File: config.mk
export PLATFORM = sky130hd
export DESIGN_NAME = uart_rx
export DESIGN_NICKNAME = d
export VERILOG_FILES = /design/src/rtl/uart_rx.sv
export SDC_FILE = /design/constraint.sdc
export NUM_CORES = 1
export LEC_CHECK = 0
export ABC_AREA = 1
export CORE_ASPECT_RATIO = 1.2
export CORE_MARGIN = 10
export CORE_UTILIZATION = 50
export DETAILED_ROUTE_END_ITERATION = 6
export HOLD_SLACK_MARGIN = 0.1
export PLACE_DENSITY = 0.72
export SLEW_MARGIN = 10
export SYNTH_ARGS = -nofsm -noshare
export SYNTH_HDL_FRONTEND = slang
export SYNTH_SLANG_ARGS = --single-unit
File: constraint.sdc
create_clock -name clk -period 3.5 [get_ports clk]
set_input_delay 0.7 -clock clk [delete_from_list [all_inputs] [get_ports clk]]
set_output_delay 0.7 -clock clk [all_outputs]
set_load 0.01 [all_outputs]
File: src/rtl/uart_rx.sv
// 8N1 UART receiver, 16x oversampled, LSB first, with one-cycle valid/frame_err strobes.
// Optional ASCII_DECODE_EN: the stored byte is the received byte minus 8'd48 ('0' -> 0).
module uart_rx #(
    parameter int BAUD = 115200,
    parameter int F    = 50000000
) (
    input  logic       clk,
    input  logic       rst,
    input  logic       rx,
    output logic [7:0] data,
    output logic       valid,
    output logic       frame_err,
    output logic       busy
);
    localparam int DIV = F / (BAUD * 16);
    localparam int CW  = (DIV > 1) ? $clog2(DIV) : 1;

    typedef enum logic [2:0] {IDLE, START, DATA, STOP, WAIT_IDLE} state_t;

    state_t        state;
    logic [1:0]    sync;
    logic          rxs;
    logic [CW-1:0] cnt;
    logic          tick;
    logic [3:0]    os;
    logic [2:0]    bc;
    logic [7:0]    shreg;
    logic [7:0]    byte_out;

    // rx is asynchronous: two flops, reset to the idle level so reset never looks like a start bit
    always_ff @(posedge clk or negedge rst) begin
        if (!rst) sync <= 2'b11;
        else      sync <= {sync[0], rx};
    end
    assign rxs = sync[1];

    // Tick counter is held at 0 in IDLE so the first tick of a frame lands DIV clk after the start edge
    assign tick = (state != IDLE) && (cnt == CW'(DIV - 1));

    always_ff @(posedge clk or negedge rst) begin
        if (!rst)                          cnt <= '0;
        else if (state == IDLE || tick)    cnt <= '0;
        else                               cnt <= cnt + 1'b1;
    end

`ifdef ASCII_DECODE_EN
    assign byte_out = shreg - 8'd48;
`else
    assign byte_out = shreg;
`endif

    assign busy = (state != IDLE);

    always_ff @(posedge clk or negedge rst) begin
        if (!rst) begin
            state     <= IDLE;
            os        <= '0;
            bc        <= '0;
            shreg     <= '0;
            data      <= '0;
            valid     <= 1'b0;
            frame_err <= 1'b0;
        end else begin
            valid     <= 1'b0;
            frame_err <= 1'b0;
            case (state)
                IDLE: begin
                    if (!rxs) begin
                        state <= START;
                        os    <= '0;
                    end
                end
                START: begin
                    if (tick) begin
                        if (os == 4'd7) begin
                            if (!rxs) begin
                                state <= DATA;
                                os    <= '0;
                                bc    <= '0;
                            end else begin
                                state <= IDLE;
                            end
                        end else begin
                            os <= os + 1'b1;
                        end
                    end
                end
                DATA: begin
                    // os wraps 15 -> 0, so each sample lands mid-bit 16 ticks after the previous one
                    if (tick) begin
                        os <= os + 1'b1;
                        if (os == 4'd15) begin
                            shreg <= {rxs, shreg[7:1]};
                            if (bc == 3'd7) state <= STOP;
                            else            bc    <= bc + 1'b1;
                        end
                    end
                end
                STOP: begin
                    if (tick) begin
                        os <= os + 1'b1;
                        if (os == 4'd15) begin
                            if (rxs) begin
                                data  <= byte_out;
                                valid <= 1'b1;
                                state <= IDLE;
                            end else begin
                                frame_err <= 1'b1;
                                state     <= WAIT_IDLE;
                            end
                        end
                    end
                end
                WAIT_IDLE: begin
                    if (rxs) state <= IDLE;
                end
                default: state <= IDLE;
            endcase
        end
    end
endmodule

==> flow_metrics.tcl <==
set metrics [dict create \
    place_inst 255 \
    coreArea_mm2 0.00342 \
    ff2ff_path_depth 9 \
    grt_pass1_vias 1351 \
    h-tree-depth 2 \
    synth_cell_type_count 24 \
    gp_congestion 0.804 \
    grt_first_pass_wirelength_mm 5.90 \
    cap_violations 0 \
    crit_path_end "busy" \
    areaGrowthSynthToFinish_pct 13.4 \
    io_pins 14 \
    post_cts_buffers 0 \
    place_area_mm2 0.00197 \
    setup_violations 0 \
    drc 0 \
    rr_endpoint "data[4]" \
    routedWlPerCell_um 11.8 \
    hold_violations 0 \
    drt-total-wl_mm 3.10 \
    dp_slack_ns 1.57 \
    hpwlAfterDp_mm 2.35 \
    instances_no_fill 263 \
    ys_seq_elements 35 \
    syn_avg_cell_area_um2 8.77 \
    worstHoldStart "sync[0]" \
    fin_tns_setup_ns 0 \
    crit_path_start "state[0]" \
    slew_viol_final 0 \
    drtAntennaViolNets 0 \
    cts_resized 0 \
    r2r_start "cnt[0]" \
    grt_start_max_net_pins 36 \
    period_share 0.641 \
    fin_area_mm2 0.00206 \
    cp_top_family "buffers and inverters" \
    yosysWarnings 0 \
    slew_headroom 0.712 \
    cp.required_ns 2.80 \
    worstMarginPinSlew_ns 0.432 \
    finish.utilization 0.601 \
    hold_class "reg -> reg" \
    critPathArrivalTime_ns 1.54 \
    min_period_ns 2.24 \
    worstSkewPairLatency_ns 0.29 \
    die_area_mm2 0.00645 \
    nets 233 \
    r2r_slack_ns 1.95 \
    crit_chain "nor2_2 -> nand2_4 -> clkdlybuf4s50_1" \
    netlist_area_mm2 0.00182 \
    crit_buf_inv 1 \
    crit_fanout 6 \
    hold_ws_ns 0.357 \
    timing.fmax_ghz 0.446 \
    outcome "complete, no violations" \
    syn_nets 215 \
    yosysSeqAreaShare 0.484 \
    clock_sinks 35 \
    ctsHoldBuffers 0 \
    diodes 0 \
    rows 23 \
    die_h_um 86.0 \
    viasPerCell 5.05 \
    leakage_nw 0.978 \
    power.density_mw_per_mm2 342 \
    vias 1329 \
    startpoint_type "flip-flop" \
    antenna_found_initial 0 \
    layout_setup_ws_ns 1.26 \
    initial_core_util 0.530 \
    max-clock-path-buffers 2 \
    cp_num_cells 3 \
    dieWidth_um 75.0 \
    layout_common_cells "nand2_1 (55), dfrtp_1 (33), inv_1 (20)" \
    final_common_cell "nand2_1" \
    crit_type "reg -> out" \
    peakVddDrop_mv 0.375 \
    fill_cells 310 \
    drive_above_1_share 0.221 \
    dr.first_iter.drc_count 102 \
    io_buffers 13 \
    synthCells 207 \
    critPathCaptureType "output pin" \
    overflow 0 \
    cts_made_buffers 5 \
    power.total_uw 704 \
    critical-path-max-stage-delay_ns 0.49 \
    cts-root-buf "clkbuf_8" \
    first_pass_iters 4 \
    crit_path_top_delay_cell "clkdlybuf4s50_1" \
    clkTransAtPathRegs_ns 0.07 \
    rsz0062_at_grt "no" \
    finClkSkew_ns 0.00652 \
    grt_util_all_layers 0.115 \
    cts_tree "yes" \
]
[registers in the layout (all words and copies together), names as in the netlist]
signal	count
valid	1
state	3
os	4
cnt	5
data	8
sync	2
byte_out	8
frame_err	1
bc	3
[worst min path at each step]
stage	end	slack, ns	depth (start not counted)
2_1_floorplan	sync[1]	0.35	0
3_3_place_gp	sync[1]	0.35	0
3_5_place_dp	sync[1]	0.35	0
4_1_cts	sync[1]	0.36	0
5_1_grt	sync[1]	0.35	0
6_report	sync[1]	0.36	0
[synth_stat cells (all sizes together)]
cell    instances  share of area
nand2          65           0.16
buf             3          0.014
o21ai          24          0.097
nand3          17          0.057
nor3            1         0.0028
dfstp           2          0.029
xor2            3          0.014
clkinv          1         0.0021
nor2           24          0.073
dfrtp          33           0.45
ha              5          0.034
inv            26          0.057
a21oi           3         0.0083
[cell families after synthesis]
logic type / synth area share
compound gates: 0.105
buf+inv: 0.0730
flops: 0.484
xor+xnor: 0.0145
fa+ha+maj: 0.0345
simple gates: 0.289
[layer usage]
layer / track usage / wire length, µm / vias to the layer above
li1: - / - / 681
met4: 0.0534 / 61 / 0
met2: 0.185 / 1520 / 16
met5: 0 / 0 / -
met3: 0.0415 / 154 / 5
met1: 0.131 / 1350 / 627
[where the power goes]
part           internal [mW]  leakage [nW]  switching (mW)
Clock                  0.139        0.0412           0.144
Sequential             0.406         0.457         0.00159
Combinational        0.00330         0.479         0.00945
[worst reg2reg max path: stages (launching register included)]
cell     delay [ns]
dfrtp_1        0.42
inv_1          0.07
ha_1           0.14
nand2_1        0.06
nor2_1         0.22
nand3_4        0.14
inv_4          0.10
nand2_4        0.14
nand2_1        0.11
o21ai_2        0.05
[cell type report]
type / count / area, µm² / share of cell area
Clock buffer: 6 / 72.6 / 0.0353
Inverter: 27 / 106 / 0.0517
Clock inverter: 2 / 12.5 / 0.00608
Multi-Input combinational cell: 142 / 805 / 0.391
Sequential cell: 35 / 878 / 0.427
Timing Repair Buffer: 14 / 138 / 0.0669
Tap cell: 37 / 46.3 / 0.0225
Note: power is estimated with default switching activity, not from simulation.
